`config.mk`:
```
export PLATFORM = sky130hd
export DESIGN_NAME = hs_npu_result_writer
export DESIGN_NICKNAME = d
export VERILOG_FILES = /design/src/rtl/hs_npu_pkg.sv /design/src/rtl/hs_npu_row_serializer.sv /design/src/rtl/hs_npu_result_writer.sv
export SDC_FILE = /design/constraint.sdc
export NUM_CORES = 1
export LEC_CHECK = 0
export BUFFER_PORTS_ARGS = -buffer_cell sky130_fd_sc_hd__buf_2
export CAP_MARGIN = 30
export CORE_UTILIZATION = 55
export CTS_CLUSTER_DIAMETER = 150
export DETAILED_ROUTE_END_ITERATION = 7
export HOLD_SLACK_MARGIN = 0.05
export PLACE_DENSITY = 0.81
export SYNTH_ARGS = -nofsm -noshare
export SYNTH_HDL_FRONTEND = slang
export SYNTH_HIERARCHICAL = 1
export SYNTH_SLANG_ARGS = --single-unit
```
`constraint.sdc`:
```
create_clock -name clk -period 10.1 [get_ports clk]
set_input_delay 3.03 -clock clk [delete_from_list [all_inputs] [get_ports clk]]
set_output_delay 3.03 -clock clk [all_outputs]
set_load 0.05 [all_outputs]
```
`src/rtl/hs_npu_pkg.sv`:
```
// Shared types for the NPU result path: the common unsigned word and the
// result-writer state encoding.
package hs_npu_pkg;

   typedef logic [31:0] uword;

   typedef enum logic [1:0] {
      IDLE,
      WAIT_ROW,
      WRITE,
      DONE
   } writer_state_e;

endpackage

```
`src/rtl/hs_npu_row_serializer.sv`:
```
// Row register plus beat index: captures one full result row and presents it
// as consecutive bus-width beats, lowest element in the lowest bits.
module hs_npu_row_serializer #(
   parameter int unsigned SIZE       = 8,
   parameter int unsigned DATA_WIDTH = 16,
   parameter int unsigned BUS_WIDTH  = 32
) (
   input  logic                  clk,
   input  logic                  rst,
   input  logic                  clear,
   input  logic                  load,
   input  logic [DATA_WIDTH-1:0] row [SIZE],
   input  logic                  advance,
   output logic [BUS_WIDTH-1:0]  beat_data,
   output logic                  last_beat
);

   localparam int unsigned BEATS = SIZE * DATA_WIDTH / BUS_WIDTH;
   localparam int unsigned IDX_W = (BEATS > 1) ? $clog2(BEATS) : 1;

   logic [SIZE*DATA_WIDTH-1:0] row_q;
   logic [IDX_W-1:0]           beat_q;

   always_ff @(posedge clk or posedge rst) begin
      if (rst) begin
         row_q  <= '0;
         beat_q <= '0;
      end else if (clear) begin
         row_q  <= '0;
         beat_q <= '0;
      end else if (load) begin
         for (int unsigned i = 0; i < SIZE; i++)
            row_q[i*DATA_WIDTH +: DATA_WIDTH] <= row[i];
         beat_q <= '0;
      end else if (advance) begin
         beat_q <= last_beat ? '0 : beat_q + 1'b1;
      end
   end

   assign last_beat = (beat_q == IDX_W'(BEATS - 1));
   assign beat_data = row_q[beat_q*BUS_WIDTH +: BUS_WIDTH];

endmodule

```
`src/rtl/hs_npu_result_writer.sv`:
```
// Drains SIZE output FIFOs one full row at a time and writes each row to memory
// as bus-width beats. Optional stall counter: HS_NPU_WRITER_STALL_CNT_EN.
module hs_npu_result_writer
   import hs_npu_pkg::*;
#(
   parameter int unsigned SIZE       = 8,
   parameter int unsigned DATA_WIDTH = 16,
   parameter int unsigned BUS_WIDTH  = 32,
   parameter int unsigned ADDR_WIDTH = 32
) (
   input  logic                  clk,
   input  logic                  rst,
   input  logic                  start_i,
   input  logic [ADDR_WIDTH-1:0] base_addr_i,
   input  uword                  num_rows_i,
   input  logic [DATA_WIDTH-1:0] result_i [SIZE],
   input  logic                  result_valid_i [SIZE],
   output logic                  result_ready_o,
   output logic                  mem_valid_o,
   input  logic                  mem_ready_i,
   output logic [ADDR_WIDTH-1:0] mem_addr_o,
   output logic [BUS_WIDTH-1:0]  mem_data_o,
   output logic                  busy_o,
   output logic                  done_o
`ifdef HS_NPU_WRITER_STALL_CNT_EN
   ,
   output uword                  stall_cycles_o
`endif
);

   localparam int unsigned EPB   = BUS_WIDTH / DATA_WIDTH;
   localparam int unsigned BEATS = SIZE / EPB;
   localparam int unsigned BYTES = BUS_WIDTH / 8;

   writer_state_e         state, state_next;
   logic [ADDR_WIDTH-1:0] addr_q;
   uword                  num_rows_q;
   uword                  row_cnt_q;
   logic                  all_valid;
   logic                  start_ok;
   logic                  accept;
   logic                  last_beat;

   always_comb begin
      all_valid = 1'b1;
      for (int unsigned i = 0; i < SIZE; i++)
         all_valid &= result_valid_i[i];
   end

   assign start_ok = (state == IDLE) && start_i;
   assign accept   = mem_valid_o && mem_ready_i;

   always_comb begin
      state_next     = state;
      result_ready_o = 1'b0;
      mem_valid_o    = 1'b0;
      busy_o         = 1'b0;
      done_o         = 1'b0;
      case (state)
         IDLE: begin
            if (start_i)
               state_next = (num_rows_i == '0) ? DONE : WAIT_ROW;
         end
         WAIT_ROW: begin
            busy_o = 1'b1;
            if (all_valid) begin
               result_ready_o = 1'b1;
               state_next     = WRITE;
            end
         end
         WRITE: begin
            busy_o      = 1'b1;
            mem_valid_o = 1'b1;
            if (mem_ready_i && last_beat)
               state_next = (uword'(row_cnt_q + 1'b1) == num_rows_q) ? DONE : WAIT_ROW;
         end
         DONE: begin
            done_o     = 1'b1;
            state_next = IDLE;
         end
         default: state_next = IDLE;
      endcase
   end

   // A single running address replaces base + (row*BEATS + k)*BYTES since beats are contiguous.
   always_ff @(posedge clk or posedge rst) begin
      if (rst) begin
         state      <= IDLE;
         addr_q     <= '0;
         num_rows_q <= '0;
         row_cnt_q  <= '0;
      end else begin
         state <= state_next;
         if (start_ok) begin
            addr_q     <= base_addr_i;
            num_rows_q <= num_rows_i;
            row_cnt_q  <= '0;
         end else if (accept) begin
            addr_q <= addr_q + ADDR_WIDTH'(BYTES);
            if (last_beat)
               row_cnt_q <= row_cnt_q + 1'b1;
         end
      end
   end

   assign mem_addr_o = addr_q;

   hs_npu_row_serializer #(
      .SIZE      (SIZE),
      .DATA_WIDTH(DATA_WIDTH),
      .BUS_WIDTH (BUS_WIDTH)
   ) u_serializer (
      .clk      (clk),
      .rst      (rst),
      .clear    (start_ok),
      .load     (result_ready_o),
      .row      (result_i),
      .advance  (accept),
      .beat_data(mem_data_o),
      .last_beat(last_beat)
   );

`ifdef HS_NPU_WRITER_STALL_CNT_EN
   uword stall_q;

   always_ff @(posedge clk or posedge rst) begin
      if (rst)
         stall_q <= '0;
      else if (start_ok)
         stall_q <= '0;
      else if (mem_valid_o && !mem_ready_i && (stall_q != '1))
         stall_q <= stall_q + 1'b1;
   end

   assign stall_cycles_o = stall_q;
`endif

endmodule

```
==> results of run 1 <==
final cells by class:
cell class              count  area (um^2)  share of cell area
diodes                      7         17.5             0.00124
repair buffers            282         1500               0.106
clock buffers              43          825              0.0584
clock inverters             4         48.8             0.00346
inverters                  12         55.1             0.00390
well taps                 270          338              0.0239
flip-flops and latches    228         5710               0.405
multi-input cells         819         5620               0.398
routing by layer:
| layer | share of wire | vias up |
|---|---|---|
| li1 | - | 4361 |
| met1 | 0.40 | 4452 |
| met2 | 0.49 | 287 |
| met3 | 0.079 | 52 |
| met4 | 0.027 | 2 |
| met5 | 0.00059 | - |
cell usage in the layout (no fill, tap or decap), types with 3 or more instances in the layout:
| master | instances |
|---|---|
| buf_2 | 271 |
| dfrtp_1 | 226 |
| nor2_1 | 176 |
| nand2_1 | 173 |
| mux2i_1 | 130 |
| xor2_1 | 57 |
| xnor2_1 | 44 |
| o21ai_0 | 42 |
| nand3_1 | 27 |
| clkbuf_16 | 26 |
| nand4_1 | 21 |
| mux4_2 | 21 |
| and3_1 | 15 |
| a21oi_1 | 13 |
| nor3_1 | 12 |
| clkbuf_8 | 11 |
| mux4_1 | 11 |
| nor4_1 | 10 |
| inv_1 | 9 |
| or3_1 | 8 |
| ha_1 | 8 |
| buf_4 | 8 |
| diode_2 | 7 |
| clkbuf_1 | 6 |
| and4_1 | 5 |
| and2_1 | 4 |
| nand2b_1 | 4 |
| o31a_1 | 3 |
| nor2b_1 | 3 |
| buf_16 | 3 |
cells in the mapped netlist (2+ instances only):
cell type	instances
nand2b_1	4
buf_4	13
and4_1	5
xor2_1	57
mux4_1	11
o31ai_1	2
o21a_1	2
o32a_1	2
clkbuf_1	41
mux2i_1	130
nand4_1	21
o21ai_0	42
nor2b_1	3
nor2_1	176
xnor2_1	44
a21oi_1	13
mux4_2	21
inv_1	12
nor3_1	13
o211ai_1	2
a211oi_2	2
nor4_1	10
o31a_1	3
buf_6	2
ha_1	8
dfrtp_1	228
and3_1	15
nand3_1	27
or3_1	8
nand2_1	173
buf_2	9
a211oi_1	2
and2_1	4
kinds of logic after synthesis:
| logic type | count (synthesis) | share of synthesized area |
|---|---|---|
| XOR/XNOR | 101 | 0.0756 |
| AO/OA/AOI/OAI | 76 | 0.0389 |
| flip-flops | 228 | 0.488 |
| buffers and inverters | 78 | 0.0324 |
| AND/OR/NAND/NOR | 472 | 0.180 |
| adder cells (fa/ha/maj) | 8 | 0.00856 |
| multiplexers | 162 | 0.176 |
where the power goes:
group / switching [uW] / total (uW) / internal, uW
logic: 613 / 918 / 305
registers: 166 / 1220 / 1050
clock network: 374 / 931 / 557
total: 1150 / 3070 / 1910
flip-flops by register name, summed over array words and instances (netlist names):
register / count
mem_addr_o: 32
num_rows_q: 32
row_cnt_q: 32
state: 2
u_serializer/beat_q: 2
u_serializer/row_q: 128
metrics by stage:
step           instance area, um^2  instances  hold WS (ps)  total power, uW
6_report                     14100       1665           474             3070
5_1_grt                      14100       1663           519             3220
4_1_cts                      14100       1657           477             3090
3_5_place_dp                 13200       1610           463             2150
3_3_place_gp                 13100       1608           453             2120
2_1_floorplan                11700       1125           460             1900
worst register-to-register path: cells and delay by family (launching register included):
kind / cells / cell delay (ps)
buffers and inverters: 1 / 120
adder cells (fa/ha/maj): 1 / 400
AND/OR/NAND/NOR: 6 / 1990
XOR/XNOR: 1 / 150
flip-flops: 1 / 420
how the worst max path moves through the flow:
| stage | from | to | cells after the start | slack (ps) |
|---|---|---|---|---|
| after floorplan | result_valid_i[0] | result_ready_o | 2 | 2800 |
| after global placement | result_valid_i[0] | result_ready_o | 4 | 3100 |
| after detailed placement | result_valid_i[0] | result_ready_o | 4 | 3080 |
| after CTS | result_valid_i[1] | result_ready_o | 4 | 3080 |
| after global routing | result_valid_i[0] | result_ready_o | 4 | 3060 |
| final | result_valid_i[0] | result_ready_o | 4 | 3120 |
==> results.toml, run 1 <==
[sta]
fmax_mhz = 143
period_share = 0.691
tightest_slew_ps = 1010
relSlewSlack = 0.327
slew_violations = 0
rsz0062_at_grt = "false"
fin_ws_ps = 3120
setup_viol_count_final = 0
fin_crit_ps = 6980
fin_skew_ps = 6.97
hold_viol_final = 0
finalSetupTns_ps = 0

[yosys]
synth_area_per_cell_um2 = 10.4
synth_top_area_share = 0.488
synth_nets = 1337
synth-edff-count = 0
synthArstFlopShare = 1.00
ys_ff_latch = 228
yosysUniqueCellTypes = 53
synth_area_leaders = "dfrtp_1, mux2i_1, nor2_1"
yosys_warnings = 6
ys_seq_area_frac = 0.488
yosysTopAreaCell = "dfrtp_1"
synth_cells = 1125
syn_area_um2 = 11700
ys.flop_type = "dfrtp_1"

[worst_setup_path]
worstPathArrival_ps = 3950
cp_common_cell = "buf_2"
critPathMaxFanout = 2
slowest_stage = "nor3_2"
max_stage_delay_ps = 380
worst-path-buf-inv = 2
setup.worst_path.class = "primary input to primary output"
r2r_start = "state[0]"
reg2regPathDepth = 9
r2r_end = "row_cnt_q[31]"
r2r_slack_ps = 6880
critPathLaunchType = "primary input"
critical_path.top_delay_family = "simple AND/OR/NAND/NOR gates"
endpoint_kind = "primary output"
cp.required_ps = 7070
path_cells = "buf_2 > nand4_1 > nor3_2 > buf_2"

[cts]
cts_setup_buffers = 0
cts_resized = 0
cts_buffers = 26
root_buffer = "clkbuf_16"
clockBufferDepth = 3
holdBufCountCts = 0
clock-sinks = 228
path_clk_slew_ps = 60
cts_tree = "yes"
htree_levels = 1
clkLatencyLatePin_ps = 540

[flow_run]
drv_cap = 0

[drt]
first_pass_iters = 5
drc = 0
routedWlPerCell_um = 17.3
vias = 9154
ant_nets = 0
routed_wl_mm = 28.8
vias_per_cell = 5.50
first_iter_violations = 444

[floorplan]
pin_count = 272
num_rows = 52
fp.dieW_um = 148
core_um2 = 20600
initial_utilization = 0.569
die_area_um2 = 21900
fp.dieH_um = 148

[cells_and_area]
fillCellCount = 1577
syn_to_final_growth_pct = 20.6
final_layout_size_suffix_gt1_frac = 0.260
nNetsFinal = 1581
final_core_util = 0.686

[min_path]
holdPathStages = 2
hp-start = "mem_addr_o[0]"
hold_class = "register to register"
min_to = "mem_addr_o[0]"

[global_route]
use_met3 = 0.0778
grt_pass1_wl_mm = 46.5
gr-usage-met2 = 0.455
grt.overflow.total = 0
track_usage = 0.267
grt_max_degree = 94
grt_pass1_vias = 9298
grt-busiest-layer = "met2"
antenna_found_initial = 8
met1_usage = 0.328

[pwr]
irDropWorstVdd_uv = 138
powerDensity_nw_per_um2 = 217
p_leak_uw = 0.00675

[placement]
gp_congestion = 0.889
pre_cts_slack_ps = 3080
place_hpwl_mm = 19.8
port-buffer-count = 271

[outcome]
status = "finished clean"
(Power assumes the default switching activity.)
==> run 2, diff against run 1 <==
Clock period 10.1 ns to 7.2 ns, I/O delays scaled along.
==> run 2 against run 1 <==
Non-clock buffer count down 4; sequential power increased by 39%; utilization fell by 0.44 points; sequential cell count is the same; worst hold slack got worse by 5.8 ps; cell count fell by 0.30%; total power rose by 40%; worst setup slack got worse by 1300 ps; clock skew up 5.1 ps; design area decreased by 0.64%; combinational power rose by 41%.
==> results.toml, run 2 (synthesis results as in run 1) <==
[cts]
cts_tree = "yes"
path_clk_slew_ps = 60
clkLatencyLatePin_ps = 540
clockBufferDepth = 3
holdBufCountCts = 0
root_buffer = "clkbuf_16"
cts_setup_buffers = 0
cts_resized = 0
cts_buffers = 26
htree_levels = 1
clock-sinks = 228

[drt]
drc = 0
routedWlPerCell_um = 17.5
vias = 9143
first_iter_violations = 486
vias_per_cell = 5.51
routed_wl_mm = 29.1
first_pass_iters = 5
ant_nets = 0

[global_route]
grt_pass1_vias = 9192
track_usage = 0.268
grt_max_degree = 131
grt_pass1_wl_mm = 46.5
antenna_found_initial = 7
grt.overflow.total = 0

[min_path]
hp-start = "mem_addr_o[0]"
holdPathStages = 2
min_to = "mem_addr_o[0]"
hold_class = "register to register"

[floorplan]
pin_count = 272
fp.dieH_um = 148
num_rows = 52
die_area_um2 = 21900
initial_utilization = 0.569
fp.dieW_um = 148
core_um2 = 20600

[pwr]
powerDensity_nw_per_um2 = 306
p_leak_uw = 0.00670
irDropWorstVdd_uv = 193

[worst_setup_path]
path_cells = "buf_2 > nand4_1 > nor3_2 > buf_2"
cp.required_ps = 5040
max_stage_delay_ps = 470
critPathMaxFanout = 2
r2r_slack_ps = 4160
r2r_end = "row_cnt_q[31]"
cp_common_cell = "buf_2"
critPathLaunchType = "primary input"
slowest_stage = "nor3_2"
r2r_start = "state[0]"
reg2regPathDepth = 9
endpoint_kind = "primary output"
worstPathArrival_ps = 3190
setup.worst_path.class = "primary input to primary output"

[cells_and_area]
nNetsFinal = 1577
final_layout_size_suffix_gt1_frac = 0.255
layout_commonest_cell = "buf_2"
largest_reg_flops = 128
design_area_um2 = 14000
final_cell_mix = "buf_2, dfrtp_1, nor2_1"
syn_to_final_growth_pct = 19.8
regMostFlops = "u_serializer/row_q"

[sta]
fin_skew_ps = 12.1
finalSetupTns_ps = 0
period_share = 0.743
fin_crit_ps = 5350
rsz0062_at_grt = "false"
hold_viol_final = 0
fmax_mhz = 187
relSlewSlack = 0.321
tightest_slew_ps = 1020
setup_viol_count_final = 0
slew_violations = 0

[flow_run]
drv_cap = 0

[outcome]
status = "finished clean"

[placement]
port-buffer-count = 271
place_hpwl_mm = 19.9
post_dp_cell_area_um2 = 13200
gp_congestion = 0.860
## run 2: cell type report
type | instances | area [um^2]
fill | 1574 | 6540
sequential | 228 | 5710
multi-input combinational | 819 | 5620
timing repair buffer | 278 | 1430
clock buffer | 41 | 767
tap | 270 | 338
clock inverter | 5 | 81.3
inverter | 12 | 55.1
antenna | 7 | 17.5
## run 2: how the worst max path moves through the flow
stage                                   to  depth (start not counted)  slack (ps)              start
detailed placement          result_ready_o                          4        1840  result_valid_i[0]
floorplan           u_serializer/beat_q[0]                          1        1570                rst
global placement            result_ready_o                          4        1840  result_valid_i[0]
finish                      result_ready_o                          4        1850  result_valid_i[0]
CTS                         result_ready_o                          4        1840  result_valid_i[0]
global route                result_ready_o                          4        1790  result_valid_i[0]
## run 2: per-layer routing
| layer | track usage | vias to the layer above | part of all wire |
|---|---|---|---|
| li1 | - | 4341 | - |
| met1 | 0.333 | 4406 | 0.40 |
| met2 | 0.450 | 339 | 0.48 |
| met3 | 0.0809 | 57 | 0.090 |
| met4 | 0.0814 | 0 | 0.026 |
| met5 | 0 | - | 0 |
## run 2: worst max-delay path, delay by kind of cell
family / cells / cell delay (ps)
buf+inv: 2 / 430
simple gates: 2 / 590
## run 2: stage by stage
stage	std cells	power [uW]	utilization	hold slack [ps]	setup slack [ps]
2_1_floorplan	1125	2660	-	460	1570
3_3_place_gp	1607	2980	0.640	454	1840
3_5_place_dp	1607	3010	0.640	458	1840
4_1_cts	1653	4330	0.681	473	1840
5_1_grt	1658	4510	0.682	518	1790
6_report	1660	4290	0.682	468	1850
## run 2: power breakdown
part           internal (uW)  switching, uW
clock                    769            531
combinational            423            871
sequential              1470            226
total                   2670           1630
